### src/rtl/dsp_ctrl_pkg.sv
// Shared definitions for the DSP48E1 operand-stage controllers.
//   state_e : sequencer state (normal operation / synchronous-clear window)
//   SEL_B2, SEL_B1 : inmode4 encodings choosing the multiplier source register
package dsp_ctrl_pkg;

  typedef enum logic {
    ST_RUN   = 1'b0,
    ST_FLUSH = 1'b1
  } state_e;

  localparam logic SEL_B2 = 1'b0;
  localparam logic SEL_B1 = 1'b1;

endpackage

### src/rtl/dual_b_ctrl_if.sv
// Handshake bundle between the slice's operand-fetch logic and dual_b_ctrl.
//   ld_valid / ld_ready   : B-operand load handshake (B1 captures on accept)
//   mul_valid / mul_sel / mul_ready : multiplier operand request, sel 0=B2 1=B1
//   flush_req             : discard all operands and clear the B registers
// master = operand-fetch side, slave = dual_b_ctrl.
interface dual_b_ctrl_if;
  logic ld_valid;
  logic ld_ready;
  logic mul_valid;
  logic mul_sel;
  logic mul_ready;
  logic flush_req;

  modport master (
    output ld_valid, mul_valid, mul_sel, flush_req,
    input  ld_ready, mul_ready
  );

  modport slave (
    input  ld_valid, mul_valid, mul_sel, flush_req,
    output ld_ready, mul_ready
  );
endinterface

### src/rtl/dual_b_ctrl_occ.sv
// Live-operand bookkeeping for the B1->B2 register pair.
//   en        : high in normal operation; low clears v1/v2 and blocks all handshakes
//   ld_valid, mul_valid, mul_sel : requests from the fetch side
//   ld_ready, mul_ready          : handshake acceptance (combinational)
//   ceb1, ceb2                   : B1 / B2 clock enables
//   occ                          : number of live operands
module dual_b_ctrl_occ
  import dsp_ctrl_pkg::*;
(
  input  logic       clk,
  input  logic       rst_n,
  input  logic       en,
  input  logic       ld_valid,
  input  logic       mul_valid,
  input  logic       mul_sel,
  output logic       ld_ready,
  output logic       mul_ready,
  output logic       ceb1,
  output logic       ceb2,
  output logic [1:0] occ
);

  logic v1_q, v1_d;
  logic v2_q, v2_d;
  logic pop1, pop2, adv;

  always_comb begin
    pop1      = 1'b0;
    pop2      = 1'b0;
    adv       = 1'b0;
    ld_ready  = 1'b0;
    mul_ready = 1'b0;
    ceb1      = 1'b0;
    ceb2      = 1'b0;
    v1_d      = 1'b0;
    v2_d      = 1'b0;
    if (en) begin
      pop1      = mul_valid & (mul_sel == SEL_B1) & v1_q;
      pop2      = mul_valid & (mul_sel == SEL_B2) & v2_q;
      // B1 slides into B2 only when it is not itself consumed and B2 frees up.
      adv       = v1_q & ~pop1 & (~v2_q | pop2);
      ld_ready  = ~v1_q | adv | pop1;
      mul_ready = pop1 | pop2;
      ceb1      = ld_valid & ld_ready;
      ceb2      = adv;
      v1_d      = ceb1 | (v1_q & ~adv & ~pop1);
      v2_d      = adv | (v2_q & ~pop2);
    end
  end

  always_ff @(posedge clk or negedge rst_n) begin
    if (!rst_n) begin
      v1_q <= 1'b0;
      v2_q <= 1'b0;
    end else begin
      v1_q <= v1_d;
      v2_q <= v2_d;
    end
  end

  assign occ = {1'b0, v1_q} + {1'b0, v2_q};

endmodule

### src/rtl/dual_b_ctrl.sv
// Control sequencer for the two-register (B1 feeding B2) DSP48E1 B input stage.
// Carries no data; drives the stage's enables, clear and multiplier-source select.
//   clk, rst_n : slice clock, asynchronous active-low reset
//   b_if       : load / multiply / flush handshakes (slave side)
//   ceb1, ceb2 : B1 / B2 clock enables
//   rstb       : B1/B2 synchronous clear (also held during reset)
//   inmode4    : multiplier source select (SEL_B2 / SEL_B1)
//   busy       : high during the clear window
//   occ        : live operand count
//   issue_cnt  : completed multiply handshakes, wraps
module dual_b_ctrl
  import dsp_ctrl_pkg::*;
#(
  parameter int unsigned CLR_CYCLES = 2,
  parameter int unsigned CNT_W      = 16
) (
  input  logic             clk,
  input  logic             rst_n,
  dual_b_ctrl_if.slave     b_if,
  output logic             ceb1,
  output logic             ceb2,
  output logic             rstb,
  output logic             inmode4,
  output logic             busy,
  output logic [1:0]       occ,
  output logic [CNT_W-1:0] issue_cnt
);

  state_e           state_q, state_d;
  logic [3:0]       clr_cnt_q, clr_cnt_d;
  logic [CNT_W-1:0] issue_cnt_q, issue_cnt_d;
  logic             run_en;
  logic             ld_ready_w, mul_ready_w;

  // A flush request blocks every handshake in the cycle it is sampled.
  assign run_en = (state_q == ST_RUN) & ~b_if.flush_req;

  dual_b_ctrl_occ u_occ (
    .clk       (clk),
    .rst_n     (rst_n),
    .en        (run_en),
    .ld_valid  (b_if.ld_valid),
    .mul_valid (b_if.mul_valid),
    .mul_sel   (b_if.mul_sel),
    .ld_ready  (ld_ready_w),
    .mul_ready (mul_ready_w),
    .ceb1      (ceb1),
    .ceb2      (ceb2),
    .occ       (occ)
  );

  assign b_if.ld_ready  = ld_ready_w;
  assign b_if.mul_ready = mul_ready_w;

  assign inmode4 = ((state_q == ST_RUN) && b_if.mul_valid && (b_if.mul_sel == SEL_B1))
                   ? SEL_B1 : SEL_B2;
  assign busy      = (state_q == ST_FLUSH);
  assign rstb      = ~rst_n | (state_q == ST_FLUSH);
  assign issue_cnt = issue_cnt_q;

  always_comb begin
    state_d     = state_q;
    clr_cnt_d   = clr_cnt_q;
    issue_cnt_d = issue_cnt_q + CNT_W'(mul_ready_w);
    case (state_q)
      ST_RUN: begin
        if (b_if.flush_req) begin
          state_d   = ST_FLUSH;
          clr_cnt_d = 4'(CLR_CYCLES - 1);
        end
      end
      ST_FLUSH: begin
        if (clr_cnt_q == '0) state_d = ST_RUN;
        else                 clr_cnt_d = clr_cnt_q - 4'd1;
      end
      default: state_d = ST_RUN;
    endcase
  end

  always_ff @(posedge clk or negedge rst_n) begin
    if (!rst_n) begin
      state_q     <= ST_RUN;
      clr_cnt_q   <= '0;
      issue_cnt_q <= '0;
    end else begin
      state_q     <= state_d;
      clr_cnt_q   <= clr_cnt_d;
      issue_cnt_q <= issue_cnt_d;
    end
  end

endmodule

### src/flat_wrapper.sv
// flat-port wrapper written by rule: the top's interface ports become plain ports
module dual_b_ctrl_flat import dsp_ctrl_pkg::*;
#(
  parameter int unsigned CLR_CYCLES = 2,
  parameter int unsigned CNT_W      = 16
)
  (clk, rst_n, ceb1, ceb2, rstb, inmode4, busy, occ, issue_cnt, b_if_ld_valid, b_if_mul_valid, b_if_mul_sel, b_if_flush_req, b_if_ld_ready, b_if_mul_ready);
  dual_b_ctrl_if b_if_i ();
  input  logic clk;
  input  logic rst_n;
  output logic ceb1;
  output logic ceb2;
  output logic rstb;
  output logic inmode4;
  output logic busy;
  output logic [1:0] occ;
  output logic [CNT_W-1:0] issue_cnt;
  input wire logic [$bits(b_if_i.ld_valid)-1:0] b_if_ld_valid;
  input wire logic [$bits(b_if_i.mul_valid)-1:0] b_if_mul_valid;
  input wire logic [$bits(b_if_i.mul_sel)-1:0] b_if_mul_sel;
  input wire logic [$bits(b_if_i.flush_req)-1:0] b_if_flush_req;
  output wire logic [$bits(b_if_i.ld_ready)-1:0] b_if_ld_ready;
  output wire logic [$bits(b_if_i.mul_ready)-1:0] b_if_mul_ready;
  assign b_if_i.ld_valid = b_if_ld_valid;
  assign b_if_i.mul_valid = b_if_mul_valid;
  assign b_if_i.mul_sel = b_if_mul_sel;
  assign b_if_i.flush_req = b_if_flush_req;
  assign b_if_ld_ready = b_if_i.ld_ready;
  assign b_if_mul_ready = b_if_i.mul_ready;
  dual_b_ctrl #(.CLR_CYCLES(CLR_CYCLES), .CNT_W(CNT_W)) u_core (.clk(clk), .rst_n(rst_n), .b_if(b_if_i), .ceb1(ceb1), .ceb2(ceb2), .rstb(rstb), .inmode4(inmode4), .busy(busy), .occ(occ), .issue_cnt(issue_cnt));
endmodule
### config.mk
export PLATFORM = sky130hd
export DESIGN_NAME = dual_b_ctrl_flat
export DESIGN_NICKNAME = d
export VERILOG_FILES = /design/src/rtl/dsp_ctrl_pkg.sv /design/src/rtl/dual_b_ctrl_if.sv /design/src/rtl/dual_b_ctrl_occ.sv /design/src/rtl/dual_b_ctrl.sv /design/src/flat_wrapper.sv
export SDC_FILE = /design/constraint.sdc
export NUM_CORES = 1
export LEC_CHECK = 0
export ABC_AREA = 1
export CAP_MARGIN = 0
export CORE_UTILIZATION = 35
export CTS_BUF_LIST = sky130_fd_sc_hd__clkbuf_8
export DETAILED_ROUTE_END_ITERATION = 10
export DONT_BUFFER_PORTS = 1
export REMOVE_ABC_BUFFERS = 1
export SETUP_SLACK_MARGIN = 0.15
export SKIP_CTS_REPAIR_TIMING = 1
export SLEW_MARGIN = 20
export SYNTH_ARGS = -nofsm -noshare
export SYNTH_HDL_FRONTEND = slang
export SYNTH_SLANG_ARGS = --single-unit
export TNS_END_PERCENT = 30
### constraint.sdc
create_clock -name clk -period 3.7 [get_ports clk]
set_input_delay 0.185 -clock clk [delete_from_list [all_inputs] [get_ports clk]]
set_output_delay 0.185 -clock clk [all_outputs]
set_load 0.02 [all_outputs]
Yosys cells after proc, flatten, opt, wreduce, memory -nomap -nowiden
Index checks and enable logic that the tools add are counted.

word-level totals
  register bits after elaboration = 23
  bits of input ports = 6
  output and inout bits = 25
  word-level logic and storage cells = 54

cells by class
  add/subtract/negate cells = 3
  eq/ne operators = 2
  mux-type cells = 13
  bitwise operators = 27
  reduce and logical (&&, ||, !) cells = 4

operators by type and width
  operator             count
  $add 16x1->16        1
  $and 1x1->1          11
  $mux 1               9
  $not 1->1            9
  $mux 4               2
  $pmux 4 s2           1
  $or 1x1->1           7
  $logic_not 4->1      1
  $ne 2x2->1 const B   2
  $sub 4x1->4 const B  1
  $add 1x1->2          1
  $logic_and 1x1->1    2
  $pmux 1 s2           1
  $reduce_and 2->1     1

Depth between registers and ports, before layout
Gate-level depths: netlist of the first run.

  depth in word-level cells = 10
  gate-level depth with buffers = 11
  depth with buffers taken out = 10

Cells and area by module
Synthesis of the first run repeated with hierarchy kept, for this count alone.

unflattened totals
  cell total of the unflattened synthesis = 145
  area, all modules = 1223.7 um^2

by module, submodules not included
  module           instances  cells an instance  area an instance (um^2)
  dual_b_ctrl      1          124                1069.8
  dual_b_ctrl_occ  1          21                 153.9

Worst setup path before layout of the first run
OpenSTA, ideal clock, no wires.

  path kind = register to register
  start point = register u_core.state_q (netlist: u_core.busy)
  end point = register u_core.issue_cnt_q[10] (netlist: u_core.issue_cnt[10])
  setup time = 130 ps
  arrival = 2368 ps
  data required time = 3570 ps
  path slack = 1202 ps
  cell stages (with the launch flop) = 11
  period minus slack after synthesis = 2498 ps
  cell sequence = dfrtp_1 > buf_6 > or2_1 > buf_6 > a21oi_1 > ha_1 > ha_1 > nand3_1 > nor2_4 > nand2_1 > xnor2_1

between the ends
  cells in the longest elaborated chain, start to end = 4

RTL lines
  what                        line                   source
  start: declaration          dual_b_ctrl.sv:29      state_e state_q, state_d;
  start signal: assignment    dual_b_ctrl.sv:86      state_q <= state_d;
  $not 1->1                   dual_b_ctrl.sv:36      assign run_en = (state_q == ST_RUN) & ~b_if.flush_req;
  $and 1x1->1                 dual_b_ctrl.sv:36
  $mux 1                      dual_b_ctrl_occ.sv:37  if (en) begin
  net b_if_mul_ready          flat_wrapper.sv:23     output wire logic [$bits(b_if_i.mul_ready)-1:0] b_if_mul_ready;
  $add 16x1->16               dual_b_ctrl.sv:64      issue_cnt_d = issue_cnt_q + CNT_W'(mul_ready_w);
  net u_core.issue_cnt_d[10]  dual_b_ctrl.sv:31      logic [CNT_W-1:0] issue_cnt_q, issue_cnt_d;
  end signal: assignment      dual_b_ctrl.sv:88      issue_cnt_q <= issue_cnt_d;
  end: declaration            dual_b_ctrl.sv:31

The timed path passes the listed nets, and every way through them passes these cells.
A chain may end at the register's enable or synchronous reset.

Final worst setup path of the first run
  start point = register u_core.state_q (netlist: u_core.busy)
  end point = register u_core.issue_cnt_q[10] (netlist: u_core.issue_cnt[10])

between the ends
  cells in the longest elaborated chain, start to end = 4

RTL lines
  what                        line
  $not 1->1                   dual_b_ctrl.sv:36
  $and 1x1->1                 dual_b_ctrl.sv:36
  $mux 1                      dual_b_ctrl_occ.sv:37
  $add 16x1->16               dual_b_ctrl.sv:64
  net u_core.issue_cnt_d[10]  dual_b_ctrl.sv:31

The timed path passes the listed nets, and every way through them passes these cells.

==> flow_metrics.py, run 1 <==
metrics = {
    "worst_setup_path": {
        "critPathLaunch": "u_core.busy",
        "ff2ff_path_depth": 9,
        "cp_slowest_cell": "dfrtp_1",
        "path_buf_inv": 1,
        "cp_common_cell": "ha_1",
        "path_cells": "or2_1 -> a21oi_1 -> buf_4 -> ha_1 -> ha_1 -> nand3_1 -> nor2_4 -> nand2_1 -> xnor2_1",
        "arrival_ns": 2.55,
        "required_ns": 3.84,
        "cp-start-kind": "flip-flop",
        "max_stage_delay_ns": 0.54,
        "r2r_start": "u_core.busy",
        "crit_fanout": 10,
        "crit_family": "simple AND/OR/NAND/NOR gates",
        "cp-end-kind": "flip-flop",
        "rrSetupSlack_ns": 1.29,
        "r2r_end": "u_core.issue_cnt[10]",
        "path_class": "flip-flop to flip-flop",
    },
    "layout": {
        "nets": 159,
        "drive_gt1_frac": 0.102,
        "stdcell_count": 193,
        "utilization": 0.402,
        "area_growth_pct": 9.61,
        "fillers": 350,
        "diodes": 0,
    },
    "synth": {
        "postSynthAreaPerCell_um2": 8.62,
        "synthSimpleGateAreaFrac": 0.318,
        "ys_seq_area_frac": 0.470,
        "synth_warnings": 0,
        "synth_top_cell_by_area": "dfrtp_1",
        "yosys_register_bits": 23,
        "netlist_area_um2": 1220,
        "synth_xor_area_frac": 0.0644,
        "synth.distinct_cells": 23,
        "yosys.area.top_type_share": 0.470,
        "synth_compound_area_frac": 0.0327,
        "netlist_instances": 142,
        "synth_top_family_by_area": "simple AND/OR/NAND/NOR gates",
        "synthMuxAreaShare": 0,
        "synth_fa_ha_area_frac": 0.0511,
        "synthTopCellsByArea": "dfrtp_1 47%, nand2_1 13%, nor2_1 5.2%, ha_1 5.1%, nand3_1 4.9%",
    },
    "clock_tree": {
        "cts-root-buf": "clkbuf_8",
        "cts_buffers": 3,
        "cts.htree.levels": 1,
        "clock_sinks": 23,
        "clock_path_buffers": 2,
        "path_clk_slew_ns": 0.08,
        "cts_tree": "built",
        "clk_latency_ns": 0.26,
    },
    "power_and_ir_drop": {
        "power_density_nw_per_um2": 490,
        "switching_share": 0.348,
        "comb_power_share": 0.279,
        "leakagePower_nw": 0.630,
        "switchingPower_uw": 229,
        "peakVddDrop_mv": 0.133,
        "clkPwrFrac": 0.231,
        "seqPwrFrac": 0.491,
        "p_int_uw": 428,
    },
    "min_path": {
        "min_path_cells": 2,
        "hold_path_end": "u_core.u_occ.v1_q",
        "holdCritStartpoint": "b_if_ld_valid",
        "hold_path_class": "primary input to flip-flop",
    },
    "floorplanning": {
        "fp-row-count": 21,
        "die_w_um": 61.1,
        "die_h_um": 61.1,
        "ios": 31,
        "die_area_um2": 3740,
        "core_region_area_um2": 3340,
        "initial_utilization": 0.367,
    },
    "sta": {
        "fin_worst_skew_ns": 0.00476,
        "finalHoldViolCount": 0,
        "rsz0062_at_grt": "false",
        "slew_headroom": 0.727,
        "setup_tns_ns": 0,
        "finalSetupViolations": 0,
        "tightestPinTransition_ns": 0.408,
        "finalCriticalPeriod_ns": 2.41,
        "drv_slew": 0,
        "timing.hold.ws_ns": 0.0723,
        "layout_setup_ws_ns": 1.29,
        "fin_crit_sh": 0.651,
        "clock.fmax_mhz": 415,
    },
    "grt": {
        "grt_max_degree": 25,
        "antenna_found_initial": 0,
        "grt_pass1_vias": 869,
        "grt_pass1_wl_mm": 3.88,
        "overflow": 0,
        "grt_util_all_layers": 0.139,
    },
    "placement": {
        "post-place-ws_ns": 1.27,
        "dpl.cell_count": 187,
        "io_buffers": 0,
        "place.gp.congestion": 0.812,
        "dp_hpwl_mm": 1.78,
    },
    "job": {
        "timing.max_cap.violations": 0,
    },
    "drt": {
        "via_per_inst": 4.73,
        "ant_nets": 0,
        "dr.pass1.iters": 4,
        "wl_per_cell_um": 12.4,
        "num_vias": 913,
        "drtIter0Drc": 21,
        "drc_errors": 0,
        "drt_wl_total_mm": 2.39,
    },
    "run_status": {
        "status": "finished, final reports clean",
    },
}
## worst reg2reg max path: cells and delay by family (launching register included)
family	cells	cell delay, ns
buffers and inverters	1	0.17
xor gates and xnor gates	1	0.13
adders and majority gates	2	0.38
DFF	1	0.54
and+or+nand+nor	4	0.91
AOI/OAI and AO/OA	1	0.18
## metal layers
| metal | vias to the layer above | GRT usage | part of all wire |
|---|---|---|---|
| met3 | 4 | 0.0378 | 0.054 |
| met4 | 0 | 0.0519 | 0.014 |
| li1 | 462 | - | - |
| met5 | - | 0 | 0 |
| met2 | 18 | 0.216 | 0.49 |
| met1 | 429 | 0.187 | 0.44 |
## state kept, by name, summed over array words and instances (netlist names)
signal             count
u_core.busy            1
u_core.clr_cnt_q       4
u_core.issue_cnt      16
u_core.u_occ.v1_q      1
u_core.u_occ.v2_q      1
## worst max-delay path by stage
stage | to | cells after the start | slack, ns
floorplan | u_core.issue_cnt[10] | 8 | 1.22
global placement | u_core.issue_cnt[8] | 9 | 1.35
detailed placement | u_core.issue_cnt[10] | 9 | 1.27
CTS | u_core.issue_cnt[10] | 9 | 1.27
global route | u_core.issue_cnt[10] | 9 | 1.12
finish | u_core.issue_cnt[10] | 9 | 1.29
## cell families after synthesis
group / after synthesis
XOR/XNOR: 9
AND/OR/NAND/NOR: 83
AO/OA/AOI/OAI: 6
flip-flops: 23
adder cells (fa/ha/maj): 5
buffers and inverters: 16
## cells in the final DEF, fill, tap and decap left out
| cell | Yosys | layout |
|---|---|---|
| nor3b_2 | 2 | 2 |
| dlygate4sd3_1 | 0 | 1 |
| a21oi_1 | 2 | 2 |
| dfrtp_1 | 23 | 23 |
| o21ai_0 | 1 | 1 |
| xnor2_1 | 5 | 5 |
| nor2_4 | 1 | 1 |
| or2_1 | 1 | 1 |
| nand4_1 | 4 | 4 |
| o21ai_2 | 2 | 2 |
| inv_1 | 13 | 14 |
| clkbuf_8 | 0 | 3 |
| nand2_2 | 1 | 1 |
| nand3_1 | 12 | 12 |
| o21bai_1 | 1 | 1 |
| nor3_1 | 1 | 1 |
| nand2_8 | 1 | 1 |
| or2_2 | 1 | 1 |
| ha_1 | 5 | 5 |
| nor2_2 | 1 | 1 |
| nand2_1 | 41 | 41 |
| inv_4 | 1 | 1 |
| buf_12 | 0 | 1 |
| buf_4 | 0 | 1 |
| nor2_1 | 17 | 17 |
| xor2_1 | 4 | 4 |
## metrics by stage
step                total power [mW]  cell area (um2)
finish                         0.657             1340
global route                   0.708             1340
CTS                            0.657             1310
detailed placement             0.505             1270
global placement               0.495             1270
floorplan                      0.472             1200
## synth_stat cells
cell      number
a21oi_1        2
inv_4          1
nor3b_2        2
nor3_1         1
o21ai_2        2
nor2_1        17
nand2_2        1
or2_2          1
xnor2_1        5
buf_6          2
nand2_1       41
dfrtp_1       23
o21bai_1       1
nand4_1        4
or2_1          1
nand2_8        1
nor2_2         1
inv_1         13
ha_1           5
o21ai_0        1
nor2_4         1
xor2_1         4
nand3_1       12
## power groups by stage
stage / clock network, mW / logic [mW] / registers (mW)
floorplan: 0 / 0.152 / 0.320
global placement: 0 / 0.168 / 0.327
detailed placement: 0 / 0.178 / 0.327
CTS: 0.157 / 0.178 / 0.323
global route: 0.166 / 0.214 / 0.328
finish: 0.152 / 0.183 / 0.322
## cell type report
class	instances	area (um2)	share of cell area
Clock inverter	1	3.75	0.00280
Inverter	14	55.1	0.0410
Clock buffer	3	41.3	0.0308
Multi-Input combinational cell	103	571	0.425
Timing Repair Buffer	3	37.5	0.0280
Tap cell	46	57.6	0.0429
Sequential cell	23	576	0.429
(Power assumes the default switching activity.)
==> run 2: changes to the inputs <==
ABC_AREA = 0   (was 1)
clock period = 2.1 ns   (was 3.7 ns; I/O delays follow)
==> run 2 against run 1 <==
First-iteration DRC count increased by 76%. Sequential share of layout area increased by 1.0 points. Synthesized area decreased by 7.9%. Power increased by 73%. Sequential power increased by 72%. Via count decreased by 12%. Global-route usage increased by 0.72 points. Worst hold slack got worse by 0.058 ns. Final cell count decreased by 19%. Clock skew decreased by 0.0032 ns. Routed wire length decreased by 6.8%. Non-clock buffer count increased by 4. Critical endpoint is now u_core.issue_cnt[8]. Largest cell class unchanged.
==> flow_metrics.py, run 2 <==
metrics = {
    "run_status": {
        "status": "finished, final reports clean",
    },
    "synth": {
        "synth_common_cells": "23 x dfrtp_1, 11 x xor2_1, 8 x nand2_1",
        "ys_seq_area_frac": 0.511,
        "synth_edf_count": 0,
        "synth.distinct_cells": 27,
        "async_reset_ff_frac": 1.00,
        "netlist_instances": 104,
        "postSynthAreaPerCell_um2": 10.8,
        "synth_top_cell_by_area": "dfrtp_1",
        "synth_warnings": 0,
        "yosys.area.top_type_share": 0.511,
        "synth.most_common_cell": "dfrtp_1",
        "yosys_register_bits": 23,
        "ys.flop_type": "dfrtp_1",
        "netlist_area_um2": 1130,
        "synthTopCellsByArea": "dfrtp_1 51%, xor2_1 8.5%, ha_1 5.5%, nand4_1 3.3%, nor3_1 3.1%",
    },
    "sta": {
        "finalCriticalPeriod_ns": 1.74,
        "slew_headroom": 0.726,
        "fin_worst_skew_ns": 0.00156,
        "clock.fmax_mhz": 575,
        "finalSetupViolations": 0,
        "tightestPinTransition_ns": 0.411,
        "finalHoldViolCount": 0,
        "setup_tns_ns": 0,
        "drv_slew": 0,
        "layout_setup_ws_ns": 0.362,
        "timing.hold.ws_ns": 0.0143,
        "fin_crit_sh": 0.828,
        "rsz0062_at_grt": "false",
    },
    "layout": {
        "area_growth_pct": 16.2,
        "largest_reg_flops": 16,
        "drive_gt1_frac": 0.150,
        "nets": 125,
        "finalInstanceArea_um2": 1310,
        "layout_commonest_cell": "dfrtp_1",
        "stdcell_count": 157,
        "fillers": 312,
        "utilization": 0.429,
        "layout_common_cells": "23 x dfrtp_1, 11 x xor2_1, 7 x nand2_1, 7 x nor3_1",
        "diodes": 0,
    },
    "drt": {
        "wl_met3_um": 167,
        "drc_errors": 0,
        "wl_per_cell_um": 14.2,
        "ant_nets": 0,
        "drt_wl_total_mm": 2.22,
        "top_layer_used": "met4",
        "wirelength_met1_um": 878,
        "wl_met2_mm": 1.16,
        "drtIter0Drc": 37,
        "num_vias": 801,
        "dr.pass1.iters": 4,
        "via_per_inst": 5.10,
    },
    "floorplanning": {
        "core_region_area_um2": 3050,
        "die_w_um": 58.8,
        "ios": 31,
        "die_h_um": 58.8,
        "initial_utilization": 0.369,
        "die_area_um2": 3450,
        "fp-row-count": 20,
    },
    "grt": {
        "overflow": 0,
        "grt_max_degree": 25,
        "grt_pass1_vias": 829,
        "grt_util_all_layers": 0.147,
        "antenna_found_initial": 0,
        "grt_pass1_wl_mm": 3.68,
    },
    "min_path": {
        "hold_path_class": "primary input to flip-flop",
        "holdCritStartpoint": "b_if_flush_req",
    },
    "placement": {
        "place.gp.congestion": 0.771,
        "placed_area_um2": 1200,
        "dp_hpwl_mm": 1.61,
        "post-place-ws_ns": 0.204,
        "io_buffers": 0,
        "dpl.cell_count": 150,
    },
    "clock_tree": {
        "path_clk_slew_ns": 0.08,
        "cts_buffers": 3,
        "cts_tree": "built",
        "clock_path_buffers": 2,
        "cts.htree.levels": 1,
        "clk_latency_ns": 0.26,
        "cts-root-buf": "clkbuf_8",
        "clock_sinks": 23,
    },
    "power_and_ir_drop": {
        "fin_total_pwr_mw": 1.14,
        "power_density_nw_per_um2": 869,
        "peakVddDrop_mv": 0.439,
        "leakagePower_nw": 0.628,
    },
    "worst_setup_path": {
        "crit_fanout": 6,
        "r2r_start": "u_core.u_occ.v1_q",
        "required_ns": 2.29,
        "path_cells": "mux2i_1 -> nor2_1 -> ha_1 -> ha_2 -> nand2_2 -> nor3_1 -> xor2_1",
        "path_class": "flip-flop to flip-flop",
        "cp-start-kind": "flip-flop",
        "arrival_ns": 1.92,
        "critPathLaunch": "u_core.u_occ.v1_q",
        "cp-end-kind": "flip-flop",
        "cp_slowest_cell": "dfrtp_1",
        "max_stage_delay_ns": 0.44,
    },
    "job": {
        "timing.max_cap.violations": 0,
    },
}
[run 2: changes by cell type after synthesis, moves of 4 or more]
| cell | change |
|---|---|
| nor3_1 | +6 |
| nor2_1 | -10 |
| inv_1 | -11 |
| nand2_1 | -33 |
| nand3_1 | -9 |
| nor4_1 | +4 |
| xor2_1 | +7 |
[run 2: cell type report]
type	instances	area, um2	share of cell area
clock inverter	1	5.00	0.00382
multi-input combinational	77	556	0.424
tap	44	55.1	0.0420
inverter	2	7.51	0.00573
clock buffer	3	41.3	0.0315
timing repair buffer	7	70.1	0.0535
sequential	23	576	0.439
[run 2: critical path, delay by kind of cell, from the launching register on]
kind / cells / cell delay [ns]
fa+ha+maj: 2 / 0.43
flops: 1 / 0.44
xor+xnor: 1 / 0.17
mux: 1 / 0.12
simple gates: 3 / 0.51
[run 2: layer usage]
| metal | track usage | vias up |
|---|---|---|
| met5 | 0 | - |
| met4 | 0.0578 | 0 |
| met3 | 0.0615 | 2 |
| met2 | 0.258 | 28 |
| met1 | 0.154 | 386 |
| li1 | - | 385 |
[run 2: logic make-up after synthesis]
group	Yosys count	share of synthesized area
AOI/OAI and AO/OA	9	0.0488
buffers and inverters	4	0.0144
muxes	3	0.0277
and+or+nand+nor	45	0.226
adders and majority gates	5	0.0555
DFF	23	0.511
xor gates and xnor gates	15	0.117
[run 2: worst paths after layout]
path / cells after the start / endpoint / slack (ns)
max: 7 / u_core.issue_cnt[8] / 0.36
min: 2 / u_core.clr_cnt_q[0] / 0.01
max reg2reg: 7 / u_core.issue_cnt[8] / 0.36
min reg2reg: 2 / u_core.clr_cnt_q[0] / 0.58
max in group asynchronous: 2 / u_core.busy / 1.69
min in group asynchronous: 2 / u_core.issue_cnt[15] / 0.27
[run 2: power by group]
group | leakage (nW) | switching (mW) | internal [mW]
Combinational | 0.291 | 0.165 | 0.149
Clock | 0.0255 | 0.137 | 0.132
Sequential | 0.311 | 0.0600 | 0.495
==> run 3: changes to the inputs <==
clock period = 1.8 ns   (was 2.1 ns; I/O delays follow)
==> run 3 against run 2 <==
Clock skew is 0.0015 ns higher. Worst hold slack lost 0.0064 ns. Critical endpoint is now u_core.issue_cnt[15]. Die area unchanged. Sequential share of layout area is 4.1 points lower. Clock power increased by 20%. Register-to-register slack worse by 0.29 ns. First-iteration DRC count is 22% lower. Via count is 2.9% higher.
==> flow_metrics.py, run 3 (synthesized netlist as in run 2, its figures left out) <==
metrics = {
    "run_status": {
        "status": "finished, final reports clean",
    },
    "worst_setup_path": {
        "cp-start-kind": "flip-flop",
        "crit_fanout": 3,
        "path_cells": "nor2_2 -> nand2_2 -> nor2_4 -> ha_4 -> buf_6 -> nand4_1 -> nor4_2 -> xor2_1",
        "r2r_start": "u_core.busy",
        "critPathLaunch": "u_core.busy",
        "max_stage_delay_ns": 0.40,
        "arrival_ns": 1.92,
        "cp-end-kind": "flip-flop",
        "ff2ff_path_depth": 8,
        "crit_path_end": "u_core.issue_cnt[15]",
        "cp_slowest_cell": "dfrtp_1",
        "rrSetupSlack_ns": 0.07,
        "required_ns": 1.99,
        "r2r_end": "u_core.issue_cnt[15]",
        "path_class": "flip-flop to flip-flop",
    },
    "grt": {
        "grt_pass1_wl_mm": 3.44,
        "antenna_found_initial": 0,
        "grt_max_degree": 25,
        "grt_pass1_vias": 764,
        "overflow": 0,
        "grt_util_all_layers": 0.133,
    },
    "clock_tree": {
        "cts_buffers": 3,
        "cts.htree.levels": 1,
        "cts-root-buf": "clkbuf_8",
        "clock_sinks": 23,
        "cts_tree": "built",
        "clk_latency_ns": 0.26,
        "path_clk_slew_ns": 0.08,
        "clock_path_buffers": 2,
    },
    "drt": {
        "dr.pass1.iters": 4,
        "via_per_inst": 4.96,
        "drt_wl_total_mm": 2.31,
        "wl_per_cell_um": 13.9,
        "drc_errors": 0,
        "num_vias": 824,
        "ant_nets": 0,
        "drtIter0Drc": 29,
    },
    "min_path": {
        "holdCritStartpoint": "b_if_flush_req",
        "hold_path_class": "primary input to flip-flop",
    },
    "job": {
        "timing.max_cap.violations": 0,
    },
    "sta": {
        "rsz0062_at_grt": "true",
        "finalHoldViolCount": 0,
        "tightestPinTransition_ns": 0.440,
        "slew_headroom": 0.707,
        "timing.hold.ws_ns": 0.00798,
        "fin_worst_skew_ns": 0.00304,
        "drv_slew": 0,
        "finalCriticalPeriod_ns": 1.73,
        "fin_crit_sh": 0.962,
        "finalSetupViolations": 0,
        "clock.fmax_mhz": 578,
    },
    "placement": {
        "io_buffers": 0,
        "dpl.cell_count": 157,
        "place.gp.congestion": 0.809,
        "dp_hpwl_mm": 1.56,
    },
    "power_and_ir_drop": {
        "peakVddDrop_mv": 0.528,
        "fin_total_pwr_mw": 1.36,
        "leakagePower_nw": 0.709,
        "power_density_nw_per_um2": 944,
    },
    "layout": {
        "fillers": 293,
        "layout_common_cells": "23 x dfrtp_1, 12 x buf_4, 11 x xor2_1",
        "drive_gt1_frac": 0.270,
        "layout_commonest_cell": "dfrtp_1",
        "largest_reg_flops": 16,
        "diodes": 0,
        "utilization": 0.473,
        "stdcell_count": 166,
        "area_growth_pct": 28.2,
        "nets": 134,
    },
    "floorplanning": {
        "die_h_um": 58.8,
        "die_w_um": 58.8,
        "ios": 31,
        "initial_utilization": 0.369,
        "die_area_um2": 3450,
        "core_region_area_um2": 3050,
        "fp-row-count": 20,
    },
}
run 3: power breakdown:
part	total, mW	switching [mW]	internal (mW)
clock	0.323	0.168	0.155
combinational	0.411	0.218	0.193
sequential	0.631	0.0532	0.578
total	1.36	0.439	0.925
run 3: critical path, delay by kind of cell (launching register included):
kind / cells / cell delay (ns)
flip-flops: 1 / 0.40
adder cells (fa/ha/maj): 1 / 0.17
buffers and inverters: 1 / 0.10
AND/OR/NAND/NOR: 5 / 0.82
XOR/XNOR: 1 / 0.18
run 3: how the worst min path moves through the flow:
stage	to	slack, ns	cells after the start
after floorplan	u_core.busy	-0.21	0
after global routing	u_core.clr_cnt_q[0]	0.02	2
final	u_core.clr_cnt_q[0]	0.008	2
after detailed placement	u_core.issue_cnt[13]	-0.20	0
after global placement	u_core.issue_cnt[11]	-0.20	0
after CTS	u_core.issue_cnt[11]	-0.49	0
run 3: through the flow:
stage               instance area, um2   TNS, ns  setup WS, ns
floorplan                         1120     -5.15        -0.625
global placement                  1260         0        0.0768
detailed placement                1260         0        0.0221
CTS                               1300  -0.00331      -0.00331
global route                      1450    -0.115       -0.0812
finish                            1450         0        0.0691
run 3: metal layers:
layer / track usage / up-vias / routed length (um)
met4: 0.0374 / 0 / 0
met1: 0.154 / 394 / 975
met2: 0.221 / 31 / 1160
met3: 0.0593 / 0 / 167
met5: 0 / - / 0
li1: - / 399 / -
run 3: area by class of cell:
| cell class | instances | area (um2) | area share |
|---|---|---|---|
| inverter | 2 | 7.51 | 0.00519 |
| sequential | 23 | 576 | 0.398 |
| clock inverter | 1 | 5.00 | 0.00346 |
| timing repair buffer | 16 | 141 | 0.0978 |
| multi-input combinational | 77 | 619 | 0.429 |
| tap | 44 | 55.1 | 0.0381 |
| clock buffer | 3 | 41.3 | 0.0286 |
